--- src/rtl/eth_stats_pkg.sv ---
// Shared definitions for the Ethernet statistics collector: the log FSM
// state type and constants, the log word width and the packet layout.
package eth_stats_pkg;

  localparam int LOG_WORD_W     = 64;
  localparam int WORDS_PER_PORT = 2;

  typedef logic [0:0] log_state_t;

  localparam log_state_t ST_IDLE = 1'b0;
  localparam log_state_t ST_SEND = 1'b1;

  // One timestamp word followed by the per-port words
  function automatic int words_per_packet(input int num_ports);
    return 1 + WORDS_PER_PORT * num_ports;
  endfunction

endpackage

--- src/rtl/eth_stats_port_counter.sv ---
// Byte, frame and bad-frame counters for one monitored stream.
// Counters wrap by default; with ETH_STATS_SATURATE_EN defined they stick
// at their all-ones value instead.
module eth_stats_port_counter
  import eth_stats_pkg::*;
#(
  parameter int C_FRAME_CNT_WIDTH = 32,
  parameter int C_BYTE_CNT_WIDTH  = 64
) (
  input  logic                         clk,
  input  logic                         rst_n,
  input  logic                         clear_i,
  input  logic                         beat_i,
  input  logic                         last_i,
  input  logic                         user_i,
  output logic [C_BYTE_CNT_WIDTH-1:0]  bytes_o,
  output logic [C_FRAME_CNT_WIDTH-1:0] frames_o,
  output logic [C_FRAME_CNT_WIDTH-1:0] bad_o
);

`ifdef ETH_STATS_SATURATE_EN
  localparam bit SATURATE = 1'b1;
`else
  localparam bit SATURATE = 1'b0;
`endif

  logic [C_BYTE_CNT_WIDTH-1:0]  bytes_q,  bytes_d;
  logic [C_FRAME_CNT_WIDTH-1:0] frames_q, frames_d;
  logic [C_FRAME_CNT_WIDTH-1:0] bad_q,    bad_d;

  // Next counter values: clear beats any same-cycle beat
  always_comb begin
    bytes_d  = bytes_q;
    frames_d = frames_q;
    bad_d    = bad_q;
    if (clear_i) begin
      bytes_d  = '0;
      frames_d = '0;
      bad_d    = '0;
    end else if (beat_i) begin
      bytes_d = (SATURATE && (&bytes_q)) ? bytes_q : bytes_q + 1'b1;
      if (last_i) begin
        frames_d = (SATURATE && (&frames_q)) ? frames_q : frames_q + 1'b1;
        if (user_i) begin
          bad_d = (SATURATE && (&bad_q)) ? bad_q : bad_q + 1'b1;
        end
      end
    end
  end

  // Counter registers
  always_ff @(posedge clk or negedge rst_n) begin
    if (!rst_n) begin
      bytes_q  <= '0;
      frames_q <= '0;
      bad_q    <= '0;
    end else begin
      bytes_q  <= bytes_d;
      frames_q <= frames_d;
      bad_q    <= bad_d;
    end
  end

  assign bytes_o  = bytes_q;
  assign frames_o = frames_q;
  assign bad_o    = bad_q;

endmodule

--- src/rtl/eth_stats_collector_mc.sv ---
// Multi-port Ethernet statistics collector. Counts beats, frames and bad
// frames per monitored stream and, on a manual or periodic request,
// snapshots all counters plus a timestamp and streams them out as a
// packet of 64-bit words. Requests that arrive while a packet is being
// sent are dropped and flagged.
// Optional build macro: ETH_STATS_SATURATE_EN (saturating counters).
module eth_stats_collector_mc
  import eth_stats_pkg::*;
#(
  parameter int C_NUM_PORTS       = 4,
  parameter int C_FRAME_CNT_WIDTH = 32,
  parameter int C_BYTE_CNT_WIDTH  = 64
) (
  input  logic                   clk,
  input  logic                   rst_n,
  input  logic [63:0]            current_time,
  input  logic                   time_running,
  input  logic                   enable,
  input  logic                   clear,
  input  logic [31:0]            sample_period,
  input  logic                   sample_req,
  input  logic [C_NUM_PORTS-1:0] mon_tvalid,
  input  logic [C_NUM_PORTS-1:0] mon_tready,
  input  logic [C_NUM_PORTS-1:0] mon_tlast,
  input  logic [C_NUM_PORTS-1:0] mon_tuser,
  output logic [LOG_WORD_W-1:0]  m_axis_log_tdata,
  output logic                   m_axis_log_tlast,
  output logic                   m_axis_log_tvalid,
  input  logic                   m_axis_log_tready,
  output logic                   busy,
  output logic                   snapshot_dropped
);

  localparam int NUM_WORDS = words_per_packet(C_NUM_PORTS);
  localparam int IDX_W     = $clog2(NUM_WORDS);
  localparam logic [IDX_W-1:0] LAST_IDX = IDX_W'(NUM_WORDS - 1);

  // ---------------------------------------------------------------------
  // Per-port counters
  // ---------------------------------------------------------------------
  logic [C_NUM_PORTS-1:0]       beat;
  logic [C_BYTE_CNT_WIDTH-1:0]  bytes_w  [C_NUM_PORTS];
  logic [C_FRAME_CNT_WIDTH-1:0] frames_w [C_NUM_PORTS];
  logic [C_FRAME_CNT_WIDTH-1:0] bad_w    [C_NUM_PORTS];

  assign beat = mon_tvalid & mon_tready & {C_NUM_PORTS{enable}};

  for (genvar g = 0; g < C_NUM_PORTS; g++) begin : g_port
    eth_stats_port_counter #(
      .C_FRAME_CNT_WIDTH (C_FRAME_CNT_WIDTH),
      .C_BYTE_CNT_WIDTH  (C_BYTE_CNT_WIDTH)
    ) u_counter (
      .clk      (clk),
      .rst_n    (rst_n),
      .clear_i  (clear),
      .beat_i   (beat[g]),
      .last_i   (mon_tlast[g]),
      .user_i   (mon_tuser[g]),
      .bytes_o  (bytes_w[g]),
      .frames_o (frames_w[g]),
      .bad_o    (bad_w[g])
    );
  end

  // ---------------------------------------------------------------------
  // Periodic snapshot timer
  // ---------------------------------------------------------------------
  logic [31:0] period_cnt_q, period_cnt_d;
  logic [31:0] period_last_q;
  logic        period_run;
  logic        period_change;
  logic        period_hit;
  logic        period_req;

  assign period_change = (sample_period != period_last_q);
  assign period_run    = enable & time_running & (sample_period != 32'd0);
  assign period_hit    = (period_cnt_q == (sample_period - 32'd1));
  assign period_req    = period_run & period_hit & ~period_change & ~clear;

  // Timer restarts on a period change or clear, otherwise counts while running
  always_comb begin
    period_cnt_d = period_cnt_q;
    if (clear || period_change) begin
      period_cnt_d = '0;
    end else if (period_run) begin
      period_cnt_d = period_hit ? 32'd0 : period_cnt_q + 32'd1;
    end
  end

  // Timer registers, including the last seen period for change detection
  always_ff @(posedge clk or negedge rst_n) begin
    if (!rst_n) begin
      period_cnt_q  <= '0;
      period_last_q <= '0;
    end else begin
      period_cnt_q  <= period_cnt_d;
      period_last_q <= sample_period;
    end
  end

  // ---------------------------------------------------------------------
  // Snapshot / log FSM
  // ---------------------------------------------------------------------
  logic             snap_req;
  log_state_t       state_q, state_d;
  logic [IDX_W-1:0] word_idx_q, word_idx_d;
  logic             capture;
  logic             drop_q, drop_d;

  assign snap_req = sample_req | period_req;

  // Packet sequencing: capture on request in IDLE, step words on handshake
  always_comb begin
    state_d    = state_q;
    word_idx_d = word_idx_q;
    capture    = 1'b0;
    case (state_q)
      ST_IDLE: begin
        if (snap_req) begin
          state_d    = ST_SEND;
          word_idx_d = '0;
          capture    = 1'b1;
        end
      end
      ST_SEND: begin
        if (m_axis_log_tready) begin
          if (word_idx_q == LAST_IDX) begin
            state_d    = ST_IDLE;
            word_idx_d = '0;
          end else begin
            word_idx_d = word_idx_q + 1'b1;
          end
        end
      end
      default: begin
        state_d    = ST_IDLE;
        word_idx_d = '0;
      end
    endcase
    drop_d = snap_req & (state_q == ST_SEND);
  end

  // FSM and drop-pulse registers
  always_ff @(posedge clk or negedge rst_n) begin
    if (!rst_n) begin
      state_q    <= ST_IDLE;
      word_idx_q <= '0;
      drop_q     <= 1'b0;
    end else begin
      state_q    <= state_d;
      word_idx_q <= word_idx_d;
      drop_q     <= drop_d;
    end
  end

  // ---------------------------------------------------------------------
  // Shadow registers frozen for the duration of a packet
  // ---------------------------------------------------------------------
  logic [63:0]                  time_sh_q;
  logic [C_BYTE_CNT_WIDTH-1:0]  bytes_sh_q  [C_NUM_PORTS];
  logic [C_FRAME_CNT_WIDTH-1:0] frames_sh_q [C_NUM_PORTS];
  logic [C_FRAME_CNT_WIDTH-1:0] bad_sh_q    [C_NUM_PORTS];

  // Capture registered counter values, so same-cycle beats and clear are not seen
  always_ff @(posedge clk or negedge rst_n) begin
    if (!rst_n) begin
      time_sh_q <= '0;
      for (int p = 0; p < C_NUM_PORTS; p++) begin
        bytes_sh_q[p]  <= '0;
        frames_sh_q[p] <= '0;
        bad_sh_q[p]    <= '0;
      end
    end else if (capture) begin
      time_sh_q <= current_time;
      for (int p = 0; p < C_NUM_PORTS; p++) begin
        bytes_sh_q[p]  <= bytes_w[p];
        frames_sh_q[p] <= frames_w[p];
        bad_sh_q[p]    <= bad_w[p];
      end
    end
  end

  // ---------------------------------------------------------------------
  // Output word selection
  // ---------------------------------------------------------------------
  logic [IDX_W-1:0]      word_sel;
  logic [LOG_WORD_W-1:0] log_word;

  assign word_sel = word_idx_q - 1'b1;

  // Word 0 is the timestamp; then bytes and {frames,bad} for each port in turn
  always_comb begin
    log_word = '0;
    if (word_idx_q == '0) begin
      log_word = time_sh_q;
    end else begin
      for (int p = 0; p < C_NUM_PORTS; p++) begin
        if ((word_sel >> 1) == IDX_W'(p)) begin
          if (word_sel[0]) begin
            log_word = {32'(frames_sh_q[p]), 32'(bad_sh_q[p])};
          end else begin
            log_word = 64'(bytes_sh_q[p]);
          end
        end
      end
    end
  end

  assign busy              = (state_q == ST_SEND);
  assign m_axis_log_tvalid = busy;
  assign m_axis_log_tdata  = busy ? log_word : '0;
  assign m_axis_log_tlast  = busy & (word_idx_q == LAST_IDX);
  assign snapshot_dropped  = drop_q;

endmodule

--- config.mk ---
export PLATFORM = sky130hd
export DESIGN_NAME = eth_stats_collector_mc
export DESIGN_NICKNAME = d
export VERILOG_FILES = /design/src/rtl/eth_stats_pkg.sv /design/src/rtl/eth_stats_port_counter.sv /design/src/rtl/eth_stats_collector_mc.sv
export SDC_FILE = /design/constraint.sdc
export NUM_CORES = 2
export LEC_CHECK = 0
export BUFFER_PORTS_ARGS = -buffer_cell sky130_fd_sc_hd__buf_2
export CAP_MARGIN = 20
export CORE_ASPECT_RATIO = 0.7
export CORE_MARGIN = 2
export CORE_UTILIZATION = 30
export CTS_CLUSTER_SIZE = 25
export DETAILED_ROUTE_END_ITERATION = 8
export GPL_ROUTABILITY_DRIVEN = 0
export SLEW_MARGIN = 0
export SYNTH_ARGS = -nofsm -noshare
export SYNTH_HDL_FRONTEND = slang
export SYNTH_SLANG_ARGS = --single-unit
--- constraint.sdc ---
create_clock -name clk -period 9.1 [get_ports clk]
set_clock_uncertainty 0.05 [all_clocks]
set_input_delay 0.455 -clock clk [delete_from_list [all_inputs] [get_ports clk]]
set_output_delay 0.455 -clock clk [all_outputs]
set_load 0.03 [all_outputs]
* Word-level counts from Yosys, hierarchy flattened
Cells that the tools add are included.
** Storage, ports and cells
- Output and inout bits :: 68
- Word-level logic and storage cells :: 151
- Flip-flop bits (word level) :: 1158
- Input port bits :: 119
** Cells by class
- Equality and inequality tests :: 8
- Bitwise gates (word level) :: 13
- Reductions and logical operators :: 26
- Mux-type cells :: 58
- Add/sub/neg operators :: 16
** Operators by type and width (count)
- $mux 64 :: 18
- $mux 32 :: 31
- $add 32x1->32 const B :: 9
- $add 64x1->64 const B :: 4
- $eq 32x32->1 :: 1
- $ne 32x32->1 :: 1
- $reduce_bool 32->1 :: 1
- $sub 32x1->32 const B :: 1
- $reduce_bool 2->1 :: 13
- $mux 4 :: 3
- $reduce_and 3->1 :: 4
- $reduce_and 2->1 :: 5
- $and 4x4->4 :: 2
- $logic_not 4->1 :: 2
- $pmux 4 s2 :: 1
- $and 1x1->1 :: 7
- $eq 3x2->1 const B :: 2
- $add 4x1->4 const B :: 1
- $eq 4x4->1 const B :: 1
- $mux 1 :: 4
- $ne 2x2->1 const B :: 2
- $sub 4x1->4 const B :: 1
- $eq 3x1->1 const B :: 1
- $not 1->1 :: 3
- other kinds (3) :: 3

* Depth between registers and ports, before layout
- Word-level depth :: 8
- Gate-level depth with buffers :: 15
- Gate-level depth less buffers :: 11

* Cells and area by module
From an unflattened synthesis, not the netlist that was laid out.
** Unflattened totals
- Cell total of the unflattened synthesis :: 5447
- Area total of the unflattened synthesis :: 58971.6 um^2
** By module, submodules not included
- eth_stats_collector_mc :: instances 1, area each 31755.5 um^2, cells an instance 2559, seq. area each 16165.5 um^2
- eth_stats_port_counter :: instances 4, area each 6804.0 um^2, cells an instance 722, seq. area each 3203.1 um^2

* Worst setup path before layout
Ideal clock, no wire load.
- Path type :: input port to flip-flop
- Start :: input port sample_period[3]
- End :: register bytes_sh_q[100] (netlist name)
- Stages on the path :: 14
- Buffers on the path :: 5
- Arrival :: 3700 ps
- Slack :: 5225 ps
- Library setup time :: 125 ps
- Cells stage by stage :: buf_2 -> nor4_4 -> nand4_4 -> or4_1 -> buf_2 -> and3b_1 -> or4_1 -> nor4_1 -> and4b_1 -> o21bai_1 -> buf_6 -> buf_8 -> buf_8 -> mux2_4
** On the way
- Cells in the longest elaborated chain, start to end :: 8
- Elaborated cells on any way between the ends :: 12
** RTL lines
- start: declaration :: line eth_stats_collector_mc.sv:20 : input logic [31:0] sample_period,
- $sub 32x1->32 / $reduce_bool 32->1 (equally long branches) :: line eth_stats_collector_mc.sv:77, eth_stats_collector_mc.sv:76
- $eq 32x32->1 / $and 1x1->1 (equally long branches) :: line eth_stats_collector_mc.sv:77, eth_stats_collector_mc.sv:76
- $and 1x1->1 :: line eth_stats_collector_mc.sv:78 : assign period_req = period_run & period_hit & ~period_change & ~clear;
- $and 1x1->1 * (2 in a row) :: line eth_stats_collector_mc.sv:78
- $or 1x1->1 * :: line eth_stats_collector_mc.sv:110 : assign snap_req = sample_req | period_req;
- $mux 1 * :: line eth_stats_collector_mc.sv:119 : if (snap_req) begin
- $mux 1 * :: line eth_stats_collector_mc.sv:117 : case (state_q)
- end signal: indexed assignment :: line eth_stats_collector_mc.sv:176 : bytes_sh_q[p] <= bytes_w[p];
- end: declaration :: line eth_stats_collector_mc.sv:160 : logic [C_BYTE_CNT_WIDTH-1:0] bytes_sh_q [C_NUM_PORTS];
Mark *: on every way between the ends. The rest lies on a longest branch, timed or not.
A chain may end at the register's enable or synchronous reset.

* Worst setup path in the final report
- Start :: register word_idx_q[0]
- End :: output port m_axis_log_tdata[1]
** On the way
- Cells in the longest elaborated chain, start to end :: 8
- Elaborated cells on any way between the ends :: 16
** RTL lines
- start: declaration :: line eth_stats_collector_mc.sv:106 : logic [IDX_W-1:0] word_idx_q, word_idx_d;
- start signal: assignment :: line eth_stats_collector_mc.sv:151 : word_idx_q <= word_idx_d;
- $sub 4x1->4 :: line eth_stats_collector_mc.sv:189 : assign word_sel = word_idx_q - 1'b1;
- $logic_not 4->1 / $mux 64 (equally long branches) :: line eth_stats_collector_mc.sv:198, eth_stats_collector_mc.sv:199
- $mux 64 (4 in a row) :: line eth_stats_collector_mc.sv:198 : if ((word_sel >> 1) == IDX_W'(p)) begin
- $mux 64 * :: line eth_stats_collector_mc.sv:194 : if (word_idx_q == '0) begin
- $mux 64 * :: line eth_stats_collector_mc.sv:211 : assign m_axis_log_tdata = busy ? log_word : '0;
- end: declaration :: line eth_stats_collector_mc.sv:26 : output logic [LOG_WORD_W-1:0] m_axis_log_tdata,
Marks and branches as above.

==> metrics list <==
* Status: complete, no violations
* Detail-routed net length per standard cell: 19.6 um
- The completed layout was analyzed and its total power is 15,000 uW.
- Final setup viols: 0
* Area occupied by multi-input gates: 0.0270 mm^2
- The critical path in this run is classified as register to output pin.
- Fill count: 18,826
- Counting flops and latches in the post-synthesis netlist gives 1,158.
- The routed layout has 39,284 vias.
- CTS saw 1,158 sinks.
* Cell types with the largest area share after synthesis: sky130_fd_sc_hd__dfrtp_1 50%, sky130_fd_sc_hd__mux2_4 14%, sky130_fd_sc_hd__xor2_1 5.2%, sky130_fd_sc_hd__nor2_1 3.5%, sky130_fd_sc_hd__mux2_2 2.8%
* Startpoint of the worst-slack reg-to-reg timing path: period_last_q[24]
* Fraction of power consumed by combinational cells: 31.6%
- Dominant register cell in the synthesized netlist: sky130_fd_sc_hd__dfrtp_1
- Most common library cell in the layout ignoring fill and taps: sky130_fd_sc_hd__dfrtp_1
* Number of top-level design ports: 187
- Clock-pin slew was measured on the worst setup and hold paths at 0.07 ns.
- For this design, the CTS-stage hold fixing added 97 buffers.
- In this run, the clock network consumes 31.6% of the power.
- Transition time at the pin with the least slew margin: 1.09 ns
* PwrDens: 228 mW/mm^2
- Net switching is 37.6% of the power.
- Die span in x: 528 um
- The biggest area contributor in the post-synthesis netlist is sky130_fd_sc_hd__dfrtp_1.
- Sequential cells account for 36.8% of the total power.
- Core area: 0.191 mm^2
* Area taken by flip-flops and latches: 0.0290 mm^2
- In the routed layout, each cell is associated on average with a via count of 5.02.
- The tool flagged a number of max-cap violations equal to 0.
- In the final design database the tool counted 5,351 nets.
* Clock latency of the later-clocked register in the worst-skew pair: 0.74 ns
- Synthesized area per cell: 11.4 um^2
* Post-DP HPWL: 105,000 um
- Period utilization: 63.9%
- The analysis attributes to cell leakage a power of 0.0308 uW.
* CTS Root Buffer Type: sky130_fd_sc_hd__clkbuf_16
* Rows: 134
- In this run the tool buffered the top-level ports with 186 buffer cells.
* Required time of the critical path: 8.60 ns
- In this run the cell area of the synthesized design comes to 0.0577 mm^2.
- The critical path ends at m_axis_log_tdata[1].
- The first detailed-routing pass took 6 iterations.
* CTS H-Tree Depth: 3
- The worst setup path is launched from a register.
- The analysis attributes to net switching a power of 5620 uW.
* Timing-limited maximum frequency: 172 MHz
- Once placement completed, the tool counted placed cells totaling 7,526.
- Across the VDD grid, the largest voltage drop is 200 uV.
- The number of cells on the worst reg-to-reg path is 11.
* Number of CTS-inserted buffers: 107
* Path category of the worst min-delay check: primary input to register
* Via count of the first global-routing pass: 38,627
- First-pass GRT wire length: 239,000 um
- The final layout contains routed wiring with a total length of 154,000 um.
* GRT Total Usage: 15.5%
- Portion of the post-synthesis area used by sequential elements: 50.2%
- Syn_nets: 5,173
- Total Die Area: 0.196 mm^2
- TritonCTS built the clock tree.
- STA classifies the critical path endpoint as an output pin.
- Setup repair after global routing left no endpoint under its margin.
- Commonest cells after routing, fill and taps aside: 1,156 x sky130_fd_sc_hd__dfrtp_1, 540 x sky130_fd_sc_hd__mux2_4, 531 x sky130_fd_sc_hd__nor2_1
- Once the clock tree was built, the setup fixing pass inserted 0 buffers.
* Final Hold Vio Count: 0
- Share of the synthesized area in the top cell type: 50.2%
- The worst path in the final design needs a cycle of 5.82 ns, including I/O delays and setup.
- Along the worst path, the maximum fanout reaches 32.
- Post-CTS repair changed the size of 0 cells.
- The worst pin sits at a relative slew slack of 26.5%.
- Number of pins with negative max-slew slack in the final report: 0
- Initial Util: 30.2%
- The post-route netlist has 21.5% of its cells at a drive strength greater than 1.
- Post-route antenna net violation count: 0
- After detailed routing, the number of remaining DRC violations is 0.
- No sink is reached through more buffers than the 3 on the longest clock path.
- Number of enable flip-flop cells after synthesis: 0
- Compared with the post-synthesis result, the final layout area differs by 13.7%.
- The number of different library cells used by synthesis comes to 74.
- Pin count of the biggest net entering global routing: 181
- Once layout is complete, the cells apart from fillers number 7,824.
- Die Span Y: 371 um
- Number of antenna violations at the first check in global routing: 14
- After routing, the total negative slack on setup checks comes to 0 ns.
- For this run the aggregate overflow at the end of global routing stands at 0.
- The cell count after synthesis came out at 5,038.
* R2R Setup Slk: 4.10 ns
* Capture instance of the worst register-to-register path: bad_sh_q[26]
* Number of warnings issued by yosys: 0
- The critical path starts at word_idx_q[0].
* Fraction of registers with async set or reset after synthesis: 100%
- Internal power comes to 9340 uW.
- STA puts the critical path data arrival time at 5.31 ns.
* Iter 0 DRT Violations: 3,403
-- how the worst min path moves through the flow --
stage,startpoint,to,slack [ns],depth (start not counted)
finish,sample_req,snapshot_dropped,0.12,2
global route,current_time[0],time_sh_q[0],0.06,2
CTS,current_time[0],time_sh_q[0],0.06,2
detailed placement,time_sh_q[17],time_sh_q[17],0.44,1
global placement,frames_sh_q[20],frames_sh_q[20],0.44,1
floorplan,rst_n,bad_sh_q[0],0.11,0
-- cells in the mapped netlist, drive strengths merged (7+ instances only) --
| cell | instances |
|---|---|
| nand2b | 8 |
| a21oi | 208 |
| o211a | 7 |
| and2 | 36 |
| or2 | 7 |
| o21ai | 259 |
| nand4 | 118 |
| or4 | 11 |
| a221o | 25 |
| nor4 | 29 |
| o22ai | 29 |
| mux2 | 682 |
| buf | 89 |
| or3 | 86 |
| mux2i | 44 |
| clkbuf | 192 |
| nor3 | 38 |
| and4 | 54 |
| ha | 16 |
| a2bb2oi | 11 |
| a221oi | 52 |
| nand3 | 163 |
| nand2 | 320 |
| and3 | 134 |
| a211oi | 38 |
| dfrtp | 1158 |
| xor2 | 342 |
| inv | 37 |
| xnor2 | 147 |
| nor2 | 532 |
| a311oi | 13 |
| nor2b | 84 |
-- metrics by stage --
step	utilization (%)	setup slack (ns)	hold WS (ns)	cell area, um^2
detailed placement	31.9	3.54	0.436	60900
CTS	34.3	3.23	0.0573	65500
finish	34.4	3.28	0.117	65500
global route	34.3	3.04	0.0638	65500
global placement	31.9	3.58	0.437	60900
floorplan	-	5.23	0.109	57700
-- flip-flops by register name, indices dropped and copies added (netlist names) --
name / flops
g_port.u_counter.frames_o: 128
frames_sh_q: 128
g_port.u_counter.bad_o: 128
g_port.u_counter.bytes_o: 256
bytes_sh_q: 256
time_sh_q: 64
word_idx_q: 4
snapshot_dropped: 1
period_cnt_q: 32
busy: 1
period_last_q: 32
bad_sh_q: 128
-- layout make-up --
class	instances	area share, %
tap	2516	4.80
clock inverter	37	0.683
sequential	1158	44.2
clock buffer	160	4.86
antenna	4	0.0153
multi-input combinational	3561	41.2
timing repair buffer	350	3.96
inverter	38	0.218
-- power by group through the flow --
stage	Sequential (uW)	Clock (uW)	Combinational [uW]
after detailed placement	5590	0	4680
after global placement	5590	0	4660
final	5510	4730	4730
after floorplan	5510	0	2890
after global routing	5520	5060	4970
after CTS	5500	4820	4730
-- kinds of logic (layout without fill, tap and decap cells) --
kind of cell | Yosys count | count (layout) | share of synthesized area, %
other | 0 | 4 | 0
adder cells (fa/ha/maj) | 16 | 16 | 0.347
XOR/XNOR | 489 | 489 | 7.43
AO/OA/AOI/OAI | 690 | 690 | 7.26
flip-flops | 1158 | 1158 | 50.2
multiplexers | 726 | 726 | 17.6
AND/OR/NAND/NOR | 1640 | 1640 | 14.1
buffers and inverters | 319 | 585 | 3.04
-- worst max-delay path, stage by stage, from the launching register on --
cell                       delay (ns)
sky130_fd_sc_hd__dfrtp_4         0.66
sky130_fd_sc_hd__clkinv_1        0.19
sky130_fd_sc_hd__ha_1            0.34
sky130_fd_sc_hd__nor2b_1         0.49
sky130_fd_sc_hd__a31oi_1         0.25
sky130_fd_sc_hd__nor2_4          0.74
sky130_fd_sc_hd__buf_4           0.52
sky130_fd_sc_hd__a211oi_1        0.16
sky130_fd_sc_hd__a311oi_1        0.63
sky130_fd_sc_hd__a21oi_1         0.09
sky130_fd_sc_hd__nor2b_1         0.17
sky130_fd_sc_hd__buf_2           0.27
-- per-layer routing --
layer / track usage, % / routed length, um
met1: 23.9 / 77300
met2: 21.8 / 64400
met3: 3.01 / 8730
met4: 3.57 / 3280
met5: 0 / 47
Power figures use the tool's default switching activity.
